$ cat config.mk
export PLATFORM = sky130hd
export DESIGN_NAME = ser_load_ctrl
export DESIGN_NICKNAME = d
export VERILOG_FILES = /design/src/rtl/ser_pkg.sv /design/src/rtl/ser_word_fifo.sv /design/src/rtl/ser_load_ctrl.sv
export SDC_FILE = /design/constraint.sdc
export NUM_CORES = 1
export LEC_CHECK = 0
export BUFFER_PORTS_ARGS = -buffer_cell sky130_fd_sc_hd__buf_2
export CORE_ASPECT_RATIO = 0.5
export CORE_MARGIN = 2
export CORE_UTILIZATION = 50
export DETAILED_ROUTE_END_ITERATION = 16
export GPL_ROUTABILITY_DRIVEN = 0
export PLACE_DENSITY_LB_ADDON = 0.3
export SLEW_MARGIN = 40
export SYNTH_ARGS = -nofsm -noshare
export SYNTH_HDL_FRONTEND = slang
export SYNTH_SLANG_ARGS = --single-unit
export TNS_END_PERCENT = 20
$ cat constraint.sdc
create_clock -name serclk -period 3.2 [get_ports serclk]
set_input_delay 0.64 -clock serclk [delete_from_list [all_inputs] [get_ports serclk]]
set_output_delay 0.64 -clock serclk [all_outputs]
set_load 0.01 [all_outputs]
$ cat src/rtl/ser_pkg.sv
// Shared definitions for the serial load controller slice.
//   ST_IDLE / ST_SHIFT : FSM state encodings for ser_load_ctrl
//   clog2()            : ceiling log2 used to size pointers, counters and level ports
package ser_pkg;

  localparam logic [0:0] ST_IDLE  = 1'b0;
  localparam logic [0:0] ST_SHIFT = 1'b1;

  // Smallest r with 2**r >= value; clog2(1) = 0.
  function automatic int unsigned clog2(input int unsigned value);
    int unsigned r;
    r = 0;
    for (int i = 0; i < 32; i++) begin
      if ((64'd1 << i) < 64'(value)) r = i + 1;
    end
    return r;
  endfunction

endpackage

$ cat src/rtl/ser_word_fifo.sv
// Synchronous word FIFO on serclk with asynchronous active-low reset.
//   serclk, reset_n : clock, async active-low reset
//   push, din       : write a word (ignored while full)
//   pop             : drop the head word (ignored while empty)
//   dout            : current head word, combinational read
//   full, empty     : status from the current level
//   level           : words currently stored
module ser_word_fifo
  import ser_pkg::*;
#(
  parameter int unsigned WORD_WIDTH = 8,
  parameter int unsigned FIFO_DEPTH = 4
) (
  input  logic                          serclk,
  input  logic                          reset_n,
  input  logic                          push,
  input  logic                          pop,
  input  logic [WORD_WIDTH-1:0]         din,
  output logic [WORD_WIDTH-1:0]         dout,
  output logic                          full,
  output logic                          empty,
  output logic [clog2(FIFO_DEPTH):0]    level
);

  localparam int unsigned AddrWidth = clog2(FIFO_DEPTH);

  logic [WORD_WIDTH-1:0] mem_q [FIFO_DEPTH];
  logic [AddrWidth-1:0]  wr_ptr_q, rd_ptr_q;
  logic [AddrWidth:0]    count_q;
  logic                  do_push, do_pop;

  assign full    = (count_q == (AddrWidth + 1)'(FIFO_DEPTH));
  assign empty   = (count_q == '0);
  assign do_push = push & ~full;
  assign do_pop  = pop & ~empty;
  assign dout    = mem_q[rd_ptr_q];
  assign level   = count_q;

  // Storage needs no reset; the pointers and count define what is valid.
  always_ff @(posedge serclk) begin
    if (do_push) mem_q[wr_ptr_q] <= din;
  end

  // Depth is a power of two, so the pointers wrap on their own.
  always_ff @(posedge serclk or negedge reset_n) begin
    if (!reset_n) begin
      wr_ptr_q <= '0;
      rd_ptr_q <= '0;
      count_q  <= '0;
    end else begin
      if (do_push) wr_ptr_q <= wr_ptr_q + AddrWidth'(1);
      if (do_pop)  rd_ptr_q <= rd_ptr_q + AddrWidth'(1);
      if (do_push && !do_pop)      count_q <= count_q + (AddrWidth + 1)'(1);
      else if (do_pop && !do_push) count_q <= count_q - (AddrWidth + 1)'(1);
    end
  end

endmodule

$ cat src/rtl/ser_load_ctrl.sv
// Feeder for a parallel-to-serial shifter. Buffers producer words in a FIFO and
// issues a registered parallel word with a one-cycle active-low load strobe every
// WORD_WIDTH + IDLE_BITS cycles while words are available.
//   serclk, reset_n       : clock, async active-low reset
//   wr_data, wr_valid     : producer word and valid
//   wr_ready              : FIFO not full (from current level only)
//   par_data_out          : word for the shifter parallel input
//   par_load_out_n        : active-low load strobe, one cycle wide
//   busy                  : a word period is in progress
//   word_done             : one-cycle pulse at the end of each word period
//   fifo_level            : words currently buffered
module ser_load_ctrl
  import ser_pkg::*;
#(
  parameter int unsigned WORD_WIDTH = 8,
  parameter int unsigned FIFO_DEPTH = 4,
  parameter int unsigned IDLE_BITS  = 0
) (
  input  logic                          serclk,
  input  logic                          reset_n,
  input  logic [WORD_WIDTH-1:0]         wr_data,
  input  logic                          wr_valid,
  output logic                          wr_ready,
  output logic [WORD_WIDTH-1:0]         par_data_out,
  output logic                          par_load_out_n,
  output logic                          busy,
  output logic                          word_done,
  output logic [clog2(FIFO_DEPTH):0]    fifo_level
);

  localparam int unsigned Period   = WORD_WIDTH + IDLE_BITS;
  localparam int unsigned CntWidth = clog2(Period + 1);

  logic [0:0]            state_q, state_d;
  logic [CntWidth-1:0]   bit_cnt_q, bit_cnt_d;
  logic [WORD_WIDTH-1:0] par_data_q, par_data_d;
  logic                  load_n_q, load_n_d;
  logic                  word_done_q, word_done_d;

  logic                  fifo_push, fifo_pop, fifo_full, fifo_empty;
  logic [WORD_WIDTH-1:0] fifo_head;

  assign wr_ready  = ~fifo_full;
  assign fifo_push = wr_valid & wr_ready;

  ser_word_fifo #(
    .WORD_WIDTH (WORD_WIDTH),
    .FIFO_DEPTH (FIFO_DEPTH)
  ) u_fifo (
    .serclk  (serclk),
    .reset_n (reset_n),
    .push    (fifo_push),
    .pop     (fifo_pop),
    .din     (wr_data),
    .dout    (fifo_head),
    .full    (fifo_full),
    .empty   (fifo_empty),
    .level   (fifo_level)
  );

  always_comb begin
    state_d     = state_q;
    bit_cnt_d   = bit_cnt_q;
    par_data_d  = par_data_q;
    load_n_d    = 1'b1;
    word_done_d = 1'b0;
    fifo_pop    = 1'b0;
    case (state_q)
      ST_IDLE: begin
        if (!fifo_empty) begin
          par_data_d = fifo_head;
          load_n_d   = 1'b0;
          fifo_pop   = 1'b1;
          bit_cnt_d  = CntWidth'(1);
          state_d    = ST_SHIFT;
        end
      end
      ST_SHIFT: begin
        if (bit_cnt_q == CntWidth'(Period)) begin
          word_done_d = 1'b1;
          // Reloading on the final count keeps strobes exactly Period apart.
          if (!fifo_empty) begin
            par_data_d = fifo_head;
            load_n_d   = 1'b0;
            fifo_pop   = 1'b1;
            bit_cnt_d  = CntWidth'(1);
          end else begin
            state_d    = ST_IDLE;
            bit_cnt_d  = '0;
          end
        end else begin
          bit_cnt_d = bit_cnt_q + CntWidth'(1);
        end
      end
      default: begin
        state_d   = ST_IDLE;
        bit_cnt_d = '0;
      end
    endcase
  end

  always_ff @(posedge serclk or negedge reset_n) begin
    if (!reset_n) begin
      state_q     <= ST_IDLE;
      bit_cnt_q   <= '0;
      par_data_q  <= '0;
      load_n_q    <= 1'b1;
      word_done_q <= 1'b0;
    end else begin
      state_q     <= state_d;
      bit_cnt_q   <= bit_cnt_d;
      par_data_q  <= par_data_d;
      load_n_q    <= load_n_d;
      word_done_q <= word_done_d;
    end
  end

  assign par_data_out   = par_data_q;
  assign par_load_out_n = load_n_q;
  assign word_done      = word_done_q;
  assign busy           = (state_q == ST_SHIFT);

endmodule
=== Word-level counts from Yosys, hierarchy flattened ===
Memory sizes are Yosys's and may differ from the RTL's.
Index checks and enable logic that the tools add are counted.

* $add $sub $neg: 5
* Equal/unequal tests: 4
* Mux-type cells: 21
* Bitwise gates (word level): 6
* Reduce and logical (&&, ||, !) cells: 6

{| class="wikitable"
|+ Operators by type and width
! cell !! count
|-
| 8-bit 2-to-1 mux || 2
|-
| 8-bit one-hot mux with 2 select lines || 1
|-
| 1-bit 2-to-1 mux || 10
|-
| 4-bit 2-to-1 mux || 2
|-
| 4-bit one-hot mux with 2 select lines || 1
|-
| 3-bit 2-to-1 mux || 2
|-
| 1-bit one-hot mux with 2 select lines || 3
|-
| 2-bit by 1-bit adder with 2-bit output, second input constant || 2
|-
| 4-bit by 1-bit adder with 4-bit output, second input constant || 1
|-
| 4-bit == test, second input constant || 1
|-
| 3-bit by 1-bit adder with 3-bit output, second input constant || 1
|-
| 1-bit AND || 3
|-
| 3-bit == test, second input constant || 1
|-
| 3-bit zero test || 1
|-
| 1-bit inverter || 3
|-
| 3-bit by 1-bit subtractor with 3-bit output, second input constant || 1
|-
| 1-bit logical AND || 2
|-
| 1-bit zero test || 2
|-
| 2-bit by 1-bit inequality test with 1-bit output, second input constant || 1
|-
| 2-bit inequality test, second input constant || 1
|-
| 2-bit nonzero test || 1
|}

* Register bits: 22
* Memory bits (writable): 32
* Input bits: 11
* Word-level logic and storage cells: 51
* Memories kept: 1

{| class="wikitable"
|+ Memory list
! memory !! depth !! bits a word !! read ports !! clocked after memory_dff !! write ports !! line !! text
|-
| u_fifo.mem_q || 4 || 8 || 1 || 0 || 1 || ser_word_fifo.sv:27 || <nowiki>logic [WORD_WIDTH-1:0] mem_q [FIFO_DEPTH];</nowiki>
|}

=== Longest topological paths before layout ===
Gate-level depths: netlist of run 1.

* Depth after elaboration: 8
* Depth in mapped cells: 12

=== Hierarchy ===
From an unflattened synthesis of run 1, not the netlist that was laid out.

* Cells, all modules: 128
* Area, all modules: 2242.2 um^2

{| class="wikitable"
|+ Modules (own cells, without submodules)
! module !! times used !! cells each !! area each (um^2) !! seq. area each (um^2)
|-
| ser_word_fifo || 1 || 78 || 1575.3 || 1136.1
|-
| ser_load_ctrl || 1 || 50 || 666.9 || 376.6
|}

=== Worst setup path after synthesis of run 1 ===
No wires, ideal clock.

* Kind: reg-to-reg
* Start point: register bit_cnt_q[0]
* End point: register u_fifo.count_q[1] (netlist: u_fifo.level[1])
* Data arrival time: 2.067 ns
* Data required time: 3.075 ns
* Slack: 1.008 ns
* Cell stages (with the launch flop): 11
* Buffers on the path: 1
* Period minus slack after synthesis: 2.192 ns
* Cell sequence: dfrtp_1 inv_1 ha_1 nand3b_4 a21oi_2 buf_6 inv_1 ha_1 inv_1 fa_1 mux2_2

* Longest elaborated chain between the ends: 7

{| class="wikitable"
|+ RTL lines
! element !! line !! text
|-
| start: declaration || ser_load_ctrl.sv:35 || <nowiki>logic [CntWidth-1:0] bit_cnt_q, bit_cnt_d;</nowiki>
|-
| start signal: assignment || ser_load_ctrl.sv:111 || <nowiki>bit_cnt_q <= bit_cnt_d;</nowiki>
|-
| 4-bit == test * || ser_load_ctrl.sv:79 || <nowiki>if (bit_cnt_q == CntWidth'(Period)) begin</nowiki>
|-
| 1-bit 2-to-1 mux * || ser_load_ctrl.sv:79 ||
|-
| 1-bit one-hot mux with 2 select lines * || ser_load_ctrl.sv:68 || <nowiki>case (state_q)</nowiki>
|-
| 1-bit AND * || ser_word_fifo.sv:35 || <nowiki>assign do_pop = pop & ~empty;</nowiki>
|-
| 1-bit zero test || ser_word_fifo.sv:53 || <nowiki>if (do_push && !do_pop) count_q <= count_q + (AddrWidth + 1)'(1);</nowiki>
|-
| 1-bit logical AND || ser_word_fifo.sv:53 ||
|-
| 3-bit 2-to-1 mux or 2-bit nonzero test (tied branches) || -- ||
|-
| end signal: assignment || ser_word_fifo.sv:53 ||
|-
| end signal: assignment || ser_word_fifo.sv:54 || <nowiki>else if (do_pop && !do_push) count_q <= count_q - (AddrWidth + 1)'(1);</nowiki>
|-
| end: declaration || ser_word_fifo.sv:29 || <nowiki>logic [AddrWidth:0] count_q;</nowiki>
|}

Every way passes the cells marked *; elsewhere a longest branch is shown, timed or not.
A chain may end at the register's enable or synchronous reset.

=== Worst setup path after layout of run 1 ===
Ends and elaborated chain as after synthesis.

==> results of run 1 <==
==> through the flow <==
stage	util, %	hold slack (ps)
6_report	57.79	286.4
5_1_grt	57.79	334.1
4_1_cts	57.79	314.3
3_5_place_dp	55.50	487.6
3_3_place_gp	55.50	491.5
2_1_floorplan	-	344.4
==> synthesized netlist by cell type <==
cell type and n:
edfxtp_1 32, dfrtp_1 21, inv_1 9, mux2_4 8, mux4_2 8, ha_1 7
nand2_1 7, and2_1 4, nor2_1 3, o21ai_0 3, xnor2_1 3, xor2_1 3
buf_6 2, clkbuf_1 2, mux2_2 2, nand3_1 2, a211oi_1 1, a21boi_2 1
a21oi_2 1, dfstp_2 1, fa_1 1, nand3b_4 1, nand4_1 1, nor2b_1 1
nor3_4 1, nor4_1 1, o211ai_1 1, o311ai_0 1
==> power groups by stage <==
stage,Sequential (uW),Combinational [uW],Clock (uW)
finish,1160,717,399
floorplan,1130,564,0
global route,1190,804,437
detailed placement,1180,730,0
CTS,1160,732,409
global placement,1170,707,0
==> cell type report <==
cell class              instances  area (sq um)
multi-input cells              61         669.4
flip-flops and latches         54          1513
clock buffers                   6         82.58
repair buffers                 26         132.6
well taps                      57         71.32
inverters                       9         33.78
clock inverters                 2         17.52
fillers                       323          1841
==> how the worst min path moves through the flow <==
stage,startpoint,endpoint,depth (start not counted)
global route,reset_n,par_data_out[5]$_DFFE_PN0P_,1
CTS,reset_n,par_data_out[5]$_DFFE_PN0P_,1
finish,reset_n,par_data_out[5]$_DFFE_PN0P_,1
floorplan,reset_n,bit_cnt_q[0]$_DFFE_PN0P_,0
detailed placement,par_data_out[4]$_DFFE_PN0P_,par_data_out[4]$_DFFE_PN0P_,1
global placement,par_data_out[3]$_DFFE_PN0P_,par_data_out[3]$_DFFE_PN0P_,1
==> worst register-to-register path, cell delays in order (launching register included) <==
cell and delay (ps):
dfrtp_1 430, inv_1 80, ha_1 190, nand3b_4 130, a21oi_2 180, inv_1 60
ha_1 210, inv_1 70, fa_1 400, mux2_2 260
==> logic make-up after synthesis <==
kind of cell | share of synthesized area (%)
compound gates | 2.619
xor+xnor | 2.340
fa+ha+maj | 4.791
buf+inv | 2.841
flops | 67.35
mux | 14.37
simple gates | 5.683
==> routing by layer <==
metal / vias up / track usage (%) / wire length (microns)
li1: 522 / - / -
met5: - / 0 / 0
met3: 2 / 5.062 / 120
met4: 0 / 3.425 / 9
met1: 565 / 19.48 / 1543
met2: 21 / 24.55 / 1707
==> sequential cells by signal, indices dropped and copies added, names as in the netlist, 2 cells and up <==
| signal | flops |
|---|---|
| u_fifo.wr_ptr_q | 2 |
| u_fifo.rd_ptr_q | 2 |
| par_data_out | 8 |
| bit_cnt_q | 4 |
| u_fifo.level | 3 |
| u_fifo.mem_q | 32 |
==> run_summary.xml, run 1 <==
<?xml version="1.0" encoding="UTF-8"?>
<metrics>
  <group name="sta">
    <metric name="finalWorstSetupSlack" unit="ps">1104</metric>
    <metric name="totalNegativeSetupSlack" unit="ps">0</metric>
    <metric name="rsz0062_at_grt" unit="">false</metric>
    <metric name="timing.final.hold_violations" unit="">0</metric>
    <metric name="max_slew.worst_pin.slew" unit="ps">534.9</metric>
    <metric name="slew-limit-headroom" unit="%">64.34</metric>
    <metric name="final-setup-viol-count" unit="">0</metric>
    <metric name="period_minus_slack" unit="ps">2096</metric>
    <metric name="final_critical_path_share_of_the_clock_period" unit="%">65.50</metric>
    <metric name="finClkSkew" unit="ps">8.124</metric>
    <metric name="fin_max_slew_vios" unit="">0</metric>
    <metric name="fmax" unit="GHz">0.4771</metric>
  </group>
  <group name="power">
    <metric name="clockPowerShare" unit="%">17.6</metric>
    <metric name="leakage" unit="uW">0.001023</metric>
    <metric name="cell_internal_power_dissipation" unit="uW">1546</metric>
    <metric name="sequentialPowerShare" unit="%">50.9</metric>
    <metric name="peakVddDrop" unit="uV">366.2</metric>
    <metric name="total_switching_power" unit="uW">727.1</metric>
    <metric name="power_switching_share" unit="%">31.99</metric>
    <metric name="share_comb_of_total_power" unit="%">31.5</metric>
    <metric name="power.total" unit="uW">2273</metric>
    <metric name="power_per_cell_area" unit="mW/mm^2">902.0</metric>
  </group>
  <group name="setup_path">
    <metric name="critical_path.reg2reg.startpoint" unit="">bit_cnt_q[0]$_DFFE_PN0P_</metric>
    <metric name="cp.depth" unit="">9</metric>
    <metric name="crit_path_frequent_cell" unit="">inv_1</metric>
    <metric name="worstPathBufferInverterCount" unit="">3</metric>
    <metric name="worstSetupPathType" unit="">reg -&gt; reg</metric>
    <metric name="timing.critical_path.from" unit="">bit_cnt_q[0]$_DFFE_PN0P_</metric>
    <metric name="endpoint_of_the_most_critical_setup_path" unit="">u_fifo.level[1]$_DFFE_PN0P_</metric>
    <metric name="crit_slowest_cell" unit="">dfrtp_1</metric>
    <metric name="critical-path-top-delay-family" unit="">adder cells</metric>
    <metric name="worstPathArrival" unit="ps">2290</metric>
    <metric name="worst_path_largest_cell_delay" unit="ps">430</metric>
    <metric name="timing.critical_path.to_type" unit="">flop</metric>
    <metric name="rr_endpoint" unit="">u_fifo.level[1]$_DFFE_PN0P_</metric>
    <metric name="worst_setup_path_start_kind" unit="">flop</metric>
    <metric name="critical_path.cell_chain" unit="">inv_1, ha_1, nand3b_4, a21oi_2, inv_1, ha_1, inv_1, fa_1, mux2_2</metric>
    <metric name="worstRegToRegCells" unit="">9</metric>
    <metric name="critical_path_data_required_time" unit="ps">3400</metric>
    <metric name="timing.critical_path.fanout_max" unit="">6</metric>
    <metric name="reg2reg_slack" unit="ps">1100</metric>
  </group>
  <group name="die">
    <metric name="placement_rows" unit="">17</metric>
    <metric name="fp.dieW" unit="microns">98.78</metric>
    <metric name="core_footprint" unit="sq mm">0.004360</metric>
    <metric name="die-area" unit="sq mm">0.005076</metric>
    <metric name="start_util" unit="%">51.51</metric>
    <metric name="die_h" unit="microns">51.39</metric>
    <metric name="design.portCount" unit="">26</metric>
  </group>
  <group name="layout">
    <metric name="mostFrequentLayoutCell" unit="">edfxtp_1</metric>
    <metric name="finalNonFillerCells" unit="">215</metric>
    <metric name="n_antenna_cell" unit="">0</metric>
    <metric name="highest_count_cells_in_the_layout_ignoring_fill_and_taps" unit="">edfxtp_1 (32), buf_2 (25), dfrtp_1 (21)</metric>
    <metric name="layout.cell_area.non_filler" unit="sq mm">0.002520</metric>
    <metric name="layout_cells_sized_above_1" unit="%">36.08</metric>
    <metric name="area_delta_synth_final" unit="%">12.20</metric>
    <metric name="design.final.nets" unit="">176</metric>
  </group>
  <group name="outcome">
    <metric name="outcome" unit="">completed</metric>
  </group>
  <group name="logic_synthesis">
    <metric name="synth.cell_area" unit="sq mm">0.002246</metric>
    <metric name="yosysTopAreaCell" unit="">edfxtp_1</metric>
    <metric name="synth-seq-cells" unit="">54</metric>
    <metric name="mappedNetlistNets" unit="">147</metric>
    <metric name="ys_top_cells_by_area" unit="">edfxtp_1 (43%), dfrtp_1 (23%), mux4_2 (8.0%), mux2_4 (5.3%), ha_1 (3.9%)</metric>
    <metric name="yosysUniqueCellTypes" unit="">28</metric>
    <metric name="post_synth.cell_area_avg" unit="sq um">17.55</metric>
    <metric name="yosysWarningCount" unit="">0</metric>
    <metric name="yosys.area.top_type_share" unit="%">42.79</metric>
    <metric name="netlist_instances" unit="">128</metric>
    <metric name="synth.yosys.seq_area_share" unit="%">67.35</metric>
  </group>
  <group name="min_path">
    <metric name="worst_hold_path_type" unit="">in -&gt; async</metric>
  </group>
  <group name="global_route">
    <metric name="first_pass_grt_wire_length" unit="microns">5561</metric>
    <metric name="antenna_found_initial" unit="">0</metric>
    <metric name="number_of_global_route_vias_before_repair" unit="">1113</metric>
    <metric name="grt_usage" unit="%">14.89</metric>
    <metric name="grt_max_degree" unit="">23</metric>
    <metric name="grt-ovfl-total" unit="">0</metric>
  </group>
  <group name="detailed_routing">
    <metric name="drtIter0Drc" unit="">31</metric>
    <metric name="avgRoutedWirePerCell" unit="microns">15.72</metric>
    <metric name="drc" unit="">0</metric>
    <metric name="detail-route-antenna-nets" unit="">0</metric>
    <metric name="drtPass1Iterations" unit="">4</metric>
    <metric name="num_vias" unit="">1110</metric>
    <metric name="postRouteWirelength" unit="microns">3380</metric>
    <metric name="route.detailed.vias_per_inst" unit="">5.163</metric>
  </group>
  <group name="placement">
    <metric name="portBuffers" unit="">25</metric>
    <metric name="detailed_place_hpwl" unit="microns">2277</metric>
    <metric name="detailedPlace.worstSlack" unit="ps">1024</metric>
    <metric name="numPlacedInstances" unit="">207</metric>
    <metric name="placed_area" unit="sq mm">0.002420</metric>
  </group>
  <group name="clock_network">
    <metric name="clock-sinks" unit="">54</metric>
    <metric name="cts_tree" unit="">yes</metric>
    <metric name="clk_root_buffer_cell" unit="">clkbuf_8</metric>
    <metric name="clk_path_buf_depth" unit="">2</metric>
    <metric name="numCtsBuffers" unit="">5</metric>
    <metric name="hold_buffers" unit="">0</metric>
    <metric name="clock_latency_on_the_worst_skew_pair" unit="ps">300</metric>
    <metric name="post-cts-setup-buffers" unit="">0</metric>
    <metric name="htree_num_levels" unit="">2</metric>
    <metric name="clkSlewWorstSetupHoldPaths" unit="ps">100</metric>
    <metric name="post_cts_resize_count" unit="">0</metric>
  </group>
  <group name="run">
    <metric name="max-cap-violations" unit="">0</metric>
  </group>
</metrics>
Note: power is estimated with default switching activity, not from simulation.
==> run 2, diff against run 1 <==
==> constraint.sdc (replaced) <==
create_clock -name serclk -period 2 [get_ports serclk]
set_input_delay 0.4 -clock serclk [delete_from_list [all_inputs] [get_ports serclk]]
set_output_delay 0.4 -clock serclk [all_outputs]
set_load 0.01 [all_outputs]
==> run_summary.xml, run 2 (synthesis gave the netlist of run 1 again) <==
<?xml version="1.0" encoding="UTF-8"?>
<metrics>
  <group name="sta">
    <metric name="fmax" unit="GHz">0.5257</metric>
    <metric name="max_slew.worst_pin.slew" unit="ps">502.5</metric>
    <metric name="final_critical_path_share_of_the_clock_period" unit="%">95.10</metric>
    <metric name="rsz0062_at_grt" unit="">false</metric>
    <metric name="period_minus_slack" unit="ps">1902</metric>
    <metric name="timing.final.hold_violations" unit="">0</metric>
    <metric name="final-setup-viol-count" unit="">0</metric>
    <metric name="fin_max_slew_vios" unit="">0</metric>
    <metric name="totalNegativeSetupSlack" unit="ps">0</metric>
    <metric name="finalWorstSetupSlack" unit="ps">97.92</metric>
    <metric name="finClkSkew" unit="ps">3.074</metric>
    <metric name="slew-limit-headroom" unit="%">66.50</metric>
  </group>
  <group name="layout">
    <metric name="utilization" unit="%">59.71</metric>
    <metric name="n_antenna_cell" unit="">0</metric>
    <metric name="largest_reg_flops" unit="">32</metric>
    <metric name="design.final.nets" unit="">185</metric>
    <metric name="highest_count_cells_in_the_layout_ignoring_fill_and_taps" unit="">edfxtp_1 (32), buf_2 (25), dfrtp_1 (20)</metric>
    <metric name="layout.cell_area.non_filler" unit="sq mm">0.002604</metric>
    <metric name="area_delta_synth_final" unit="%">15.93</metric>
    <metric name="mostFrequentLayoutCell" unit="">edfxtp_1</metric>
    <metric name="registers.top_by_ff_count" unit="">u_fifo.mem_q</metric>
    <metric name="layout_cells_sized_above_1" unit="%">41.32</metric>
  </group>
  <group name="power">
    <metric name="sequentialPowerShare" unit="%">48.2</metric>
    <metric name="power_switching_share" unit="%">31.31</metric>
    <metric name="clockPowerShare" unit="%">15.1</metric>
    <metric name="leakage" unit="uW">0.001055</metric>
    <metric name="cell_internal_power_dissipation" unit="uW">2542</metric>
    <metric name="total_switching_power" unit="uW">1158</metric>
    <metric name="power_per_cell_area" unit="mW/mm^2">1421</metric>
    <metric name="share_comb_of_total_power" unit="%">36.7</metric>
    <metric name="peakVddDrop" unit="uV">502.8</metric>
  </group>
  <group name="setup_path">
    <metric name="worstPathArrival" unit="ps">2090</metric>
    <metric name="timing.critical_path.from" unit="">bit_cnt_q[1]$_DFFE_PN0P_</metric>
    <metric name="critical-path-top-delay-family" unit="">adder cells</metric>
    <metric name="worstSetupPathType" unit="">reg -&gt; reg</metric>
    <metric name="timing.critical_path.fanout_max" unit="">4</metric>
    <metric name="critical_path.reg2reg.startpoint" unit="">bit_cnt_q[1]$_DFFE_PN0P_</metric>
    <metric name="worstPathBufferInverterCount" unit="">3</metric>
    <metric name="timing.critical_path.to_type" unit="">flop</metric>
    <metric name="crit_slowest_cell" unit="">dfrtp_1</metric>
    <metric name="critical_path_data_required_time" unit="ps">2190</metric>
    <metric name="worst_setup_path_start_kind" unit="">flop</metric>
    <metric name="critical_path.cell_chain" unit="">inv_2, ha_4, nand3b_4, a21oi_4, inv_4, ha_4, inv_2, fa_1, mux2_2</metric>
    <metric name="worst_path_largest_cell_delay" unit="ps">420</metric>
  </group>
  <group name="clock_network">
    <metric name="clk_root_buffer_cell" unit="">clkbuf_8</metric>
    <metric name="htree_num_levels" unit="">2</metric>
    <metric name="clk_path_buf_depth" unit="">2</metric>
    <metric name="clock_latency_on_the_worst_skew_pair" unit="ps">300</metric>
    <metric name="cts_tree" unit="">yes</metric>
    <metric name="numCtsBuffers" unit="">5</metric>
    <metric name="clkSlewWorstSetupHoldPaths" unit="ps">80</metric>
    <metric name="hold_buffers" unit="">0</metric>
    <metric name="clock-sinks" unit="">54</metric>
  </group>
  <group name="min_path">
    <metric name="worst_hold_path_type" unit="">in -&gt; async</metric>
  </group>
  <group name="detailed_routing">
    <metric name="avgRoutedWirePerCell" unit="microns">14.57</metric>
    <metric name="routed.top_layer" unit="">met4</metric>
    <metric name="route.detailed.vias_per_inst" unit="">5.045</metric>
    <metric name="met2_length" unit="microns">1506</metric>
    <metric name="wl_met3" unit="microns">128</metric>
    <metric name="num_vias" unit="">1130</metric>
    <metric name="detail-route-antenna-nets" unit="">0</metric>
    <metric name="postRouteWirelength" unit="microns">3263</metric>
    <metric name="drc" unit="">0</metric>
    <metric name="drtIter0Drc" unit="">31</metric>
    <metric name="met1_length" unit="microns">1578</metric>
    <metric name="drtPass1Iterations" unit="">4</metric>
  </group>
  <group name="die">
    <metric name="core_footprint" unit="sq mm">0.004360</metric>
    <metric name="fp.dieW" unit="microns">98.78</metric>
    <metric name="die-area" unit="sq mm">0.005076</metric>
    <metric name="start_util" unit="%">51.51</metric>
    <metric name="die_h" unit="microns">51.39</metric>
    <metric name="placement_rows" unit="">17</metric>
    <metric name="design.portCount" unit="">26</metric>
  </group>
  <group name="global_route">
    <metric name="number_of_global_route_vias_before_repair" unit="">1098</metric>
    <metric name="first_pass_grt_wire_length" unit="microns">5333</metric>
    <metric name="grt_usage" unit="%">14.75</metric>
    <metric name="antenna_found_initial" unit="">0</metric>
    <metric name="grt_max_degree" unit="">23</metric>
    <metric name="grt-ovfl-total" unit="">0</metric>
  </group>
  <group name="outcome">
    <metric name="outcome" unit="">completed</metric>
  </group>
  <group name="placement">
    <metric name="detailedPlace.worstSlack" unit="ps">58.43</metric>
    <metric name="portBuffers" unit="">25</metric>
    <metric name="detailed_place_hpwl" unit="microns">2229</metric>
    <metric name="placed_area" unit="sq mm">0.002505</metric>
  </group>
  <group name="run">
    <metric name="max-cap-violations" unit="">0</metric>
  </group>
</metrics>
## run 2: changes by cell type in the layout (fill, tap and decap cells not counted), moves of 2 or more
cell and delta:
inv_1 -3, ha_4 +2, buf_4 +9, clkbuf_1 +2, ha_1 -2, inv_2 +2, clkinv_4 -2
## run 2: worst register-to-register path: cells and delay by family, from the launching register on
family,cells,cell delay (ps)
buf+inv,3,170
flops,1,420
fa+ha+maj,3,690
simple gates,1,80
mux,1,260
compound gates,1,180
## run 2: routing by layer
| metal | vias up | GRT usage, % |
|---|---|---|
| li1 | 542 | - |
| met1 | 564 | 20.40 |
| met2 | 20 | 21.73 |
| met3 | 4 | 4.788 |
| met4 | 0 | 6.164 |
| met5 | - | 0 |
## run 2: final cells by class
type / instances / area, sq um
tap: 57 / 71.32
fill: 333 / 1757
clock buffer: 7 / 76.32
multi-input combinational: 61 / 701.9
sequential: 54 / 1514
timing repair buffer: 35 / 200.2
inverter: 9 / 36.28
clock inverter: 1 / 3.754
## run 2: power by group through the flow
stage	clock (uW)	combinational [uW]	sequential [uW]
floorplan	0	934	1810
CTS	581	1360	1780
detailed placement	0	1350	1810
global placement	0	1310	1790
global route	635	1520	1830
finish	558	1360	1780
## run 2: final timing paths
path                                           endpoint  slack, ps  cells past startpoint
setup / recovery            u_fifo.level[1]$_DFFE_PN0P_        100                      9
hold / removal                 bit_cnt_q[3]$_DFFE_PN0P_         60                      1
setup reg to reg            u_fifo.level[1]$_DFFE_PN0P_        100                      9
hold reg to reg             par_data_out[6]$_DFFE_PN0P_        510                      1
max in group asynchronous   u_fifo.level[1]$_DFFE_PN0P_       1580                      1
min in group serclk        u_fifo.mem_q[3][3]$_DFFE_PP_        320                      1
## run 2: repair_timing
action,CTS,global route
hold endpoints to repair,0,0
setup endpoints to repair,0,2
resized for setup,0,3
buffers inserted,0,1
## run 2: metrics by stage
step	power, uW	std cells	hold WS, ps
after floorplan	2745	128	104.4
after global placement	3105	215	394.0
after detailed placement	3159	215	397.6
after CTS	3720	223	70.00
after global routing	3983	224	84.07
final	3700	224	60.90
